**config.mk**
```make
export PLATFORM = sky130hd
export DESIGN_NAME = regfile_wb_ctrl
export DESIGN_NICKNAME = d
export VERILOG_FILES = /design/src/rtl/regfile_wb_ctrl.sv
export SDC_FILE = /design/constraint.sdc
export NUM_CORES = 1
export LEC_CHECK = 0
export BUFFER_PORTS_ARGS = -buffer_cell sky130_fd_sc_hd__buf_2
export CORE_AREA = 4 4 126 188
export CTS_CLUSTER_DIAMETER = 100
export DETAILED_ROUTE_END_ITERATION = 8
export DIE_AREA = 0 0 130 192
export PLACE_DENSITY = 0.57
export SETUP_SLACK_MARGIN = 0.5
export SYNTH_ARGS = -nofsm -noshare
export SYNTH_HDL_FRONTEND = slang
export SYNTH_SLANG_ARGS = --single-unit
export TNS_END_PERCENT = 30
```
**constraint.sdc**
```tcl
create_clock -name clk -period 4.5 [get_ports clk]
set_clock_uncertainty 0.15 [all_clocks]
set_input_delay 1.35 -clock clk [delete_from_list [all_inputs] [get_ports clk]]
set_output_delay 1.35 -clock clk [all_outputs]
set_load 0.01 [all_outputs]
```
**src/rtl/regfile_wb_ctrl.sv**
```systemverilog
// Register-file writeback arbiter: one-cycle ALU results and a small
// in-order FIFO of long-latency results, with a pending-write scoreboard.
module regfile_wb_ctrl #(
   parameter int DEPTH      = 2,
   parameter int STARVE_MAX = 4
) (
   input  logic        clk,
   input  logic        rst_n,
   input  logic        alu_valid,
   input  logic [4:0]  alu_rd,
   input  logic [31:0] alu_data,
   input  logic        lr_valid,
   output logic        lr_ready,
   input  logic [4:0]  lr_rd,
   input  logic [31:0] lr_data,
   input  logic        iss_valid,
   input  logic [4:0]  iss_rd,
   output logic        RegWrite,
   output logic [4:0]  addD,
   output logic [31:0] WB_out,
   output logic [31:0] pending,
   output logic        stall_alu
);

   localparam int PW = $clog2(DEPTH);
   localparam int CW = PW + 1;
   localparam int SW = $clog2(STARVE_MAX + 1);

   logic [4:0]    fifo_rd   [DEPTH];
   logic [31:0]   fifo_data [DEPTH];
   logic [PW-1:0] wr_ptr;
   logic [PW-1:0] rd_ptr;
   logic [CW-1:0] count;
   logic [CW-1:0] count_n;
   logic [SW-1:0] starve;
   logic [SW-1:0] starve_n;

   logic          alu_grant;
   logic          pop;
   logic          push;
   logic [4:0]    head_rd;
   logic [31:0]   head_data;
   logic [31:0]   set_mask;
   logic [31:0]   clr_mask;
   logic [31:0]   pending_n;

   assign lr_ready  = (count < CW'(DEPTH));
   assign push      = lr_valid && lr_ready;
   assign alu_grant = alu_valid && (alu_rd != 5'd0);
   assign pop       = !alu_grant && (count != '0);
   assign head_rd   = fifo_rd[rd_ptr];
   assign head_data = fifo_data[rd_ptr];

   always_comb begin
      count_n = count;
      unique case ({push, pop})
         2'b10:   count_n = count + 1'b1;
         2'b01:   count_n = count - 1'b1;
         default: count_n = count;
      endcase
   end

   // Counts cycles the FIFO waits behind the ALU; any drain resets it.
   always_comb begin
      starve_n = starve;
      if (pop || count == '0)
         starve_n = '0;
      else if (alu_grant && starve != SW'(STARVE_MAX))
         starve_n = starve + 1'b1;
   end

   // A re-issue to the same rd on the pop edge keeps the bit set.
   always_comb begin
      set_mask = '0;
      clr_mask = '0;
      if (iss_valid && iss_rd != 5'd0)
         set_mask[iss_rd] = 1'b1;
      if (pop && head_rd != 5'd0)
         clr_mask[head_rd] = 1'b1;
      pending_n    = (pending & ~clr_mask) | set_mask;
      pending_n[0] = 1'b0;
   end

   always_ff @(posedge clk or negedge rst_n) begin
      if (!rst_n) begin
         RegWrite  <= 1'b0;
         addD      <= '0;
         WB_out    <= '0;
         pending   <= '0;
         wr_ptr    <= '0;
         rd_ptr    <= '0;
         count     <= '0;
         starve    <= '0;
         stall_alu <= 1'b0;
      end else begin
         count     <= count_n;
         starve    <= starve_n;
         stall_alu <= (starve_n == SW'(STARVE_MAX));
         pending   <= pending_n;
         if (push)
            wr_ptr <= wr_ptr + 1'b1;
         if (pop)
            rd_ptr <= rd_ptr + 1'b1;
         if (alu_grant) begin
            RegWrite <= 1'b1;
            addD     <= alu_rd;
            WB_out   <= alu_data;
         end else if (pop && head_rd != 5'd0) begin
            RegWrite <= 1'b1;
            addD     <= head_rd;
            WB_out   <= head_data;
         end else begin
            RegWrite <= 1'b0;
         end
      end
   end

   // Storage needs no reset; count gates every read.
   always_ff @(posedge clk) begin
      if (push) begin
         fifo_rd[wr_ptr]   <= lr_rd;
         fifo_data[wr_ptr] <= lr_data;
      end
   end

endmodule

```
==> impl_metrics.json, run 1 <==
{
  "slew_viol_final": 0,
  "cts.sinks": 151,
  "crit_arrival_ns": 3.33,
  "ios": 156,
  "fin_crit_sh": 0.716,
  "cts_buffer_depth": 2,
  "share_seq_of_total_power": 0.408,
  "die_w_um": 130,
  "grt_use_met1": 0.172,
  "worstMarginPinSlew_ns": 1.07,
  "synthArstFlopShare": 0.510,
  "fmax_mhz": 310,
  "io_buffers": 154,
  "drtIter0Drc": 237,
  "met3_usage": 0.0384,
  "start_util": 0.293,
  "tritoncts": "yes",
  "htreeDepth": 4,
  "irDropWorstVdd_uv": 270,
  "swShare": 0.346,
  "ys_types": 50,
  "cp.required_ns": 4.61,
  "synth_ff_type": "dfrtp_1",
  "postSynthCellCount": 527,
  "rsz0062_at_grt": "false",
  "vias_per_cell": 5.11,
  "grt_pass1_vias": 4941,
  "route.detailed.drc": 0,
  "hold_viol": 0,
  "wl_um": 18000,
  "setup_tns_ns": 0,
  "overflow": 0,
  "finalNetCount": 752,
  "slew_headroom": 0.289,
  "die-area_sq_um": 25000,
  "ys_ff_latch": 151,
  "die_y_um": 192,
  "cts_hold_buffers": 0,
  "synth_warnings": 0,
  "min_path_type": "register to register",
  "holdWs_ns": 0.350,
  "drt-pass1-iter-count": 4,
  "run_status": "finished clean",
  "worstPathMaxFanout": 59,
  "via_count": 4871,
  "final_common_cell": "buf_2",
  "num_rows": 67,
  "final-setup-viol-count": 0,
  "crit_type": "input port to register",
  "syn_area_sq_um": 6480,
  "drive_gt1_frac": 0.295,
  "ant_nets": 0,
  "met2_usage": 0.251,
  "core_area_sq_um": 22100,
  "power_switching_uw": 1760,
  "layout_common_cells": "buf_2 (153), dfrtp_1 (76), edfxtp_1 (74), nand2_1 (48), o31ai_1 (41)",
  "combPwrFrac": 0.312,
  "busiest_layer": "met2",
  "p_leak_uw": 0.00328,
  "gp_congestion": 0.767,
  "clk_pin_slew_ns": 0.06,
  "clkLatencyLatePin_ns": 0.42,
  "place_ws_ns": 0.887,
  "cts_root_buf": "clkbuf_16",
  "dp_hpwl_um": 12100,
  "layout_setup_ws_ns": 1.28,
  "syn-num-nets": 614,
  "synth_edf_count": 74,
  "grt_pass1_wl_um": 27600,
  "p_int_uw": 3320,
  "cts_resized": 0,
  "cap_violations": 0,
  "cts_made_buffers": 17,
  "p_per_area_nw_per_um2": 627,
  "final_util": 0.366,
  "antenna_found_initial": 2,
  "critPathLaunchType": "input port",
  "fin_crit_ns": 3.22,
  "synth_seq_area_share": 0.640,
  "clkPwrFrac": 0.280,
  "postCtsSetupBuffers": 0,
  "end_kind": "register",
  "areaGrowthSynthToFinish_pct": 25.0,
  "syn_area_per_cell_sq_um": 12.3,
  "post_drt_wl_per_cell_um": 18.8,
  "grtUsageTotal": 0.146,
  "grt_max_degree": 78
}
[metrics by stage]
stage	total power, uW	area [sq um]	instances
6_report	5090	8110	954
5_1_grt	5420	8100	953
4_1_cts	5180	8100	953
3_5_place_dp	3730	7500	922
3_3_place_gp	3700	7500	922
2_1_floorplan	3060	6480	527
[area by class of cell]
type / count / area (sq um)
Fill cell: 2216 / 14000
Sequential cell: 151 / 4150
Multi-Input combinational cell: 322 / 2140
Timing Repair Buffer: 161 / 826
Clock buffer: 26 / 574
Tap cell: 276 / 345
Inverter: 12 / 45.0
Clock inverter: 5 / 27.5
Antenna cell: 1 / 2.50
[worst paths after layout]
check	from	to	slack (ns)	cells after the start
setup / recovery	alu_rd[2]	pending[29]	1.28	5
hold / removal	pending[31]	pending[31]	0.35	2
setup reg to reg	rd_ptr	WB_out[15]	1.98	5
hold reg to reg	pending[31]	pending[31]	0.35	2
max in group asynchronous	rst_n	rd_ptr	2.50	1
min in group asynchronous	rst_n	starve[2]	0.96	1
[cell usage after synthesis, types with 8 or more instances]
library cell  instances  area [sq um]
o21ai_0              35           175
clkbuf_1             30           113
inv_1                12          45.0
nor2b_1              34           213
dfrtp_1              77          1930
edfxtp_1             74          2220
o31ai_1              41           308
a2111oi_0            34           298
o221ai_1              8          70.1
a21oi_1              35           175
nand2_1              48           180
o41ai_1              16           140
[worst max-delay path: stages]
cell,delay (ns)
buf_2,0.10
or4_1,0.56
o21a_4,0.43
nor4b_4,0.63
o221ai_1,0.24
[cells by family (layout without fill, tap and decap cells)]
group           after synthesis  after routing  share of synthesized area
compound gates              180            180                      0.192
flops                       151            151                      0.640
simple gates                127            127                      0.109
buf+inv                      54            204                     0.0365
xor+xnor                      6              6                    0.00810
mux                           5              5                    0.00791
fa+ha+maj                     3              3                    0.00579
other cells                   1              2                   0.000578
[registers in the layout (all words and copies together) (netlist names)]
| register | count |
|---|---|
| fifo_rd | 10 |
| RegWrite | 1 |
| count | 2 |
| wr_ptr | 1 |
| rd_ptr | 1 |
| addD | 5 |
| fifo_data | 64 |
| starve | 3 |
| pending | 31 |
| WB_out | 32 |
| stall_alu | 1 |
[power groups by stage]
stage               clock network (uW)  registers (uW)  logic (uW)
global route                      1510            2120        1790
detailed placement                   0            2100        1630
finish                            1420            2070        1590
global placement                     0            2090        1610
CTS                               1470            2080        1630
floorplan                            0            2160         900
[metal layers]
| layer | vias up | share of wire |
|---|---|---|
| li1 | 2308 | - |
| met1 | 2372 | 0.40 |
| met2 | 160 | 0.51 |
| met3 | 29 | 0.060 |
| met4 | 2 | 0.026 |
| met5 | - | 0.00072 |
Power figures use the tool's default switching activity.
==> run 2: changes to the inputs <==
--- a/config.mk
+++ b/config.mk
@@ -10,7 +10,7 @@
 export CTS_CLUSTER_DIAMETER = 100
 export DETAILED_ROUTE_END_ITERATION = 8
 export DIE_AREA = 0 0 130 192
-export PLACE_DENSITY = 0.57
+export PLACE_DENSITY = 0.59
 export SETUP_SLACK_MARGIN = 0.5
 export SYNTH_ARGS = -nofsm -noshare
 export SYNTH_HDL_FRONTEND = slang
==> constraint.sdc (replaced) <==
create_clock -name clk -period 2.9 [get_ports clk]
set_clock_uncertainty 0.15 [all_clocks]
set_input_delay 0.87 -clock clk [delete_from_list [all_inputs] [get_ports clk]]
set_output_delay 0.87 -clock clk [all_outputs]
set_load 0.01 [all_outputs]
==> impl_metrics.json, run 2 (synthesized netlist as in run 1, its figures left out) <==
{
  "run_status": "finished clean",
  "route.detailed.drc": 0,
  "dpl-instance-area_sq_um": 7680,
  "swShare": 0.350,
  "cp.required_ns": 3.05,
  "ant_nets": 0,
  "io_buffers": 154,
  "power_switching_uw": 2830,
  "fin_crit_ns": 2.38,
  "start_util": 0.293,
  "ios": 156,
  "cts_root_buf": "clkbuf_16",
  "finalNetCount": 772,
  "end_kind": "register",
  "cpPeakStageDelay_ns": 0.59,
  "critPathLaunchType": "input port",
  "worstPathMaxFanout": 8,
  "slew_headroom": 0.390,
  "overflow": 0,
  "fin_crit_sh": 0.822,
  "cap_violations": 0,
  "setup_tns_ns": 0,
  "final_common_cell": "buf_2",
  "p_leak_uw": 0.00339,
  "critPathSlowestCell": "or4_4",
  "hold_viol": 0,
  "fmax_mhz": 419,
  "grtUsageTotal": 0.145,
  "num_rows": 67,
  "grt_max_degree": 44,
  "cts_made_buffers": 17,
  "cts.sinks": 151,
  "drt-pass1-iter-count": 5,
  "areaGrowthSynthToFinish_pct": 28.4,
  "via_count": 5037,
  "htreeDepth": 4,
  "top_register": "fifo_data",
  "post_drt_wl_per_cell_um": 19.0,
  "die_y_um": 192,
  "p_per_area_nw_per_um2": 971,
  "die_w_um": 130,
  "clk_pin_slew_ns": 0.07,
  "min_path_type": "input port to async pin",
  "core_area_sq_um": 22100,
  "drtIter0Drc": 332,
  "wl_um": 18500,
  "finalInstanceArea_sq_um": 8330,
  "antenna_found_initial": 4,
  "worstMarginPinSlew_ns": 0.910,
  "place_ws_ns": 0.102,
  "vias_per_cell": 5.17,
  "grt_pass1_wl_um": 27500,
  "combPwrFrac": 0.329,
  "layout_setup_ws_ns": 0.516,
  "path_cells": "buf_2, or4_4, o21a_4, buf_4, nor2_4, ha_4, xnor2_2, nor2_2, xnor2_1",
  "irDropWorstVdd_uv": 418,
  "drive_gt1_frac": 0.324,
  "holdWs_ns": 0.285,
  "clkPwrFrac": 0.276,
  "cts_buffer_depth": 2,
  "p_int_uw": 5260,
  "crit_arrival_ns": 2.54,
  "crit_type": "input port to register",
  "gp_congestion": 0.777,
  "rsz0062_at_grt": "true",
  "grt_pass1_vias": 4894,
  "tritoncts": "yes",
  "clkLatencyLatePin_ns": 0.41,
  "slew_viol_final": 0,
  "dp_hpwl_um": 12700,
  "layout_top_registers": "fifo_data x64, WB_out x32, pending x31",
  "share_seq_of_total_power": 0.395,
  "final-setup-viol-count": 0,
  "layout_common_cells": "buf_2 (153), dfrtp_1 (76), edfxtp_1 (74), nand2_1 (48), o31ai_1 (41)",
  "largest_reg_flops": 64,
  "die-area_sq_um": 25000
}
-- run 2: cell types whose count changed in the layout (fill, tap and decap cells not counted), moves of 2 or more --
cell / change
buf_12: +2
buf_4: +16
clkbuf_8: -3
clkinv_4: +3
nor2_1: -2
-- run 2: cell type report --
cell class                 instances  area [sq um]
clock inverter                     8          55.1
antenna                            1          2.50
fill                            2207         13800
multi-input combinational        323          2180
sequential                       151          4150
clock buffer                      23           554
timing repair buffer             180           997
tap                              276           345
inverter                          12          45.0
-- run 2: metal layers --
metal,global-route usage,vias to the layer above,wire [um]
met2,0.252,151,9760
met1,0.170,2490,7190
met4,0.0556,6,442
met3,0.0390,29,1050
met5,0,-,28
li1,-,2361,-
-- run 2: repair_timing --
item                       4_1_cts  5_1_grt
setup buffers                    0        3
hold buffers                     0        0
setup endpoints to repair        0       14
resized for setup                0        2
-- run 2: worst max-delay path: cells and delay by family --
kind | cells | cell delay (ns)
XOR/XNOR | 2 | 0.22
AND/OR/NAND/NOR | 3 | 0.76
adder cells (fa/ha/maj) | 1 | 0.14
buffers and inverters | 2 | 0.26
AO/OA/AOI/OAI | 1 | 0.28
-- run 2: metrics by stage --
step,total power [uW],utilization,instances
after floorplan,4780,-,527
after global placement,5870,0.347,938
after detailed placement,5920,0.347,938
after CTS,8190,0.375,969
after global routing,8580,0.376,974
final,8090,0.376,974
-- run 2: final timing paths --
| path | startpoint | to | slack, ns | depth (start not counted) |
|---|---|---|---|---|
| hold reg to reg | pending[12] | pending[12] | 0.35 | 2 |
| min in group clk | pending[12] | pending[12] | 0.35 | 2 |
| max in group asynchronous | rst_n | rd_ptr | 1.73 | 2 |
| setup reg to reg | rd_ptr | WB_out[21] | 0.67 | 6 |
| setup / recovery | alu_rd[2] | count[1] | 0.52 | 9 |
| hold / removal | rst_n | pending[12] | 0.28 | 1 |
-- run 2: power by group through the flow --
stage	logic (uW)	registers (uW)	clock network, uW
floorplan	1430	3350	0
global placement	2650	3230	0
detailed placement	2690	3230	0
CTS	2700	3200	2290
global route	2940	3260	2370
finish	2660	3200	2230
==> run 3: changes to the inputs <==
--- a/config.mk
+++ b/config.mk
@@ -10,7 +10,7 @@
 export CTS_CLUSTER_DIAMETER = 100
 export DETAILED_ROUTE_END_ITERATION = 8
 export DIE_AREA = 0 0 130 192
-export PLACE_DENSITY = 0.59
+export PLACE_DENSITY = 0.57
 export SETUP_SLACK_MARGIN = 0.5
 export SYNTH_ARGS = -nofsm -noshare
 export SYNTH_HDL_FRONTEND = slang
==> constraint.sdc (replaced) <==
create_clock -name clk -period 2.3 [get_ports clk]
set_clock_uncertainty 0.15 [all_clocks]
set_input_delay 0.69 -clock clk [delete_from_list [all_inputs] [get_ports clk]]
set_output_delay 0.69 -clock clk [all_outputs]
set_load 0.01 [all_outputs]
==> impl_metrics.json, run 3 (synthesized netlist as in run 1, its figures left out) <==
{
  "run_status": "finished clean",
  "cts_buffer_depth": 2,
  "wl_met2_um": 11100,
  "dp_hpwl_um": 13100,
  "rrSetupSlack_ns": 0.28,
  "io_buffers": 154,
  "clkPwrFrac": 0.246,
  "layout_setup_ws_ns": 0.180,
  "cts.sinks": 151,
  "die_y_um": 192,
  "start_util": 0.293,
  "finalInstanceArea_sq_um": 9420,
  "hold_viol": 0,
  "share_seq_of_total_power": 0.358,
  "irDropWorstVdd_uv": 602,
  "drt-pass1-iter-count": 4,
  "fin_crit_ns": 2.12,
  "largest_reg_flops": 64,
  "grt_max_degree": 48,
  "dpl-instance-area_sq_um": 7840,
  "ant_nets": 0,
  "overflow": 0,
  "wl_um": 20700,
  "wl_met1_um": 8140,
  "worstMarginPinSlew_ns": 0.681,
  "slew_viol_final": 0,
  "timing.rr.start": "fifo_rd[1][3]",
  "final-setup-viol-count": 0,
  "num_rows": 67,
  "cts_hold_buffers": 0,
  "cpPeakStageDelay_ns": 0.60,
  "combPwrFrac": 0.396,
  "cts_root_buf": "clkbuf_16",
  "fin_crit_sh": 0.922,
  "route.detailed.drc": 0,
  "vias_per_cell": 5.19,
  "drive_gt1_frac": 0.452,
  "place_ws_ns": -0.287,
  "grtUsageTotal": 0.156,
  "slew_headroom": 0.542,
  "worstPathMaxFanout": 7,
  "wl_met3_um": 989,
  "p_int_uw": 7340,
  "fmax_mhz": 472,
  "crit_arrival_ns": 2.24,
  "via_count": 5314,
  "antenna_found_initial": 5,
  "final_common_cell": "buf_2",
  "finalNetCount": 821,
  "path_buf_inv": 2,
  "layout_top_registers": "fifo_data x64, WB_out x32, pending x31",
  "crit_type": "input port to register",
  "tritoncts": "yes",
  "drtIter0Drc": 354,
  "cap_violations": 0,
  "path_cells": "buf_6, or4_4, o21a_4, nor4b_4, buf_4, o221ai_1",
  "critPathLaunchType": "input port",
  "critPathTopFamily": "simple AND/OR/NAND/NOR gates",
  "rsz0062_at_grt": "true",
  "rr_endpoint": "addD[0]",
  "routed.top_layer": "met5",
  "min_path_type": "input port to async pin",
  "p_per_area_nw_per_um2": 1210,
  "p_leak_uw": 0.00382,
  "r2r_cells": 7,
  "cp.required_ns": 2.42,
  "die-area_sq_um": 25000,
  "top_register": "fifo_data",
  "critPathSlowestCell": "or4_4",
  "grt_pass1_wl_um": 29200,
  "htreeDepth": 4,
  "end_kind": "register",
  "die_w_um": 130,
  "layout_common_cells": "buf_2 (153), dfrtp_1 (76), edfxtp_1 (74), buf_4 (47), nand2_1 (41)",
  "grt_pass1_vias": 5147,
  "power_switching_uw": 4100,
  "ios": 156,
  "cts_made_buffers": 17,
  "core_area_sq_um": 22100,
  "swShare": 0.359,
  "areaGrowthSynthToFinish_pct": 45.3,
  "gp_congestion": 0.780,
  "post_drt_wl_per_cell_um": 20.2,
  "clkLatencyLatePin_ns": 0.42,
  "clk_pin_slew_ns": 0.07
}
[run 3: changes by cell type in the layout (fill, tap and decap cells not counted), sizes merged]
cell / change
inv: +1
clkinvlp: -1
buf: +44
clkbuf: +4
o21a: +1
diode: +1
[run 3: layer usage]
layer	GRT usage	up-vias
li1	-	2466
met1	0.176	2656
met2	0.274	151
met3	0.0426	35
met4	0.0680	6
met5	0	-
[run 3: power by group through the flow]
stage | Combinational (uW) | Clock, uW | Sequential (uW)
floorplan | 1810 | 0 | 4230
global placement | 3450 | 0 | 4100
global route | 4940 | 2990 | 4170
CTS | 3840 | 2870 | 4070
finish | 4530 | 2810 | 4100
detailed placement | 3500 | 0 | 4100
[run 3: metrics by stage]
stage	cells	TNS, ns	total power, uW	hold slack (ns)	util
2_1_floorplan	527	-3.95	6030	0.244	-
3_3_place_gp	957	-11.57	7540	0.341	0.354
3_5_place_dp	957	-13.60	7600	0.348	0.354
4_1_cts	1001	0	10800	0.0523	0.398
5_1_grt	1024	0	12100	0.0681	0.426
6_report	1024	0	11400	0.0507	0.426
[run 3: worst max path at each step]
stage / startpoint / to / slack, ns / cells past startpoint
2_1_floorplan: alu_rd[2] / count[1] / -0.16 / 9
3_3_place_gp: alu_rd[2] / pending[5] / -0.24 / 6
3_5_place_dp: alu_rd[2] / pending[1] / -0.29 / 6
4_1_cts: alu_rd[2] / pending[1] / 0.23 / 6
5_1_grt: alu_rd[2] / pending[5] / 0.16 / 6
6_report: alu_rd[2] / pending[5] / 0.18 / 6
[run 3: area by class of cell]
class	instances	area, sq um
tap	276	345
antenna	2	5.00
sequential	151	4150
multi-input combinational	324	2670
inverter	12	45.0
timing repair buffer	228	1600
fill	2151	12700
clock inverter	8	52.6
clock buffer	23	554
[run 3: repair_timing]
action	in CTS	in global routing
pin swaps	17	13
gates cloned	5	5
setup buffers	8	16
gates resized for setup	59	86
endpoints found under the setup margin	134	141
[run 3: worst reg2reg max path: cells and delay by family, from the launching register on]
family	cells	cell delay, ns
AO/OA/AOI/OAI	3	0.50
buffers and inverters	3	0.47
flip-flops	1	0.44
AND/OR/NAND/NOR	1	0.35
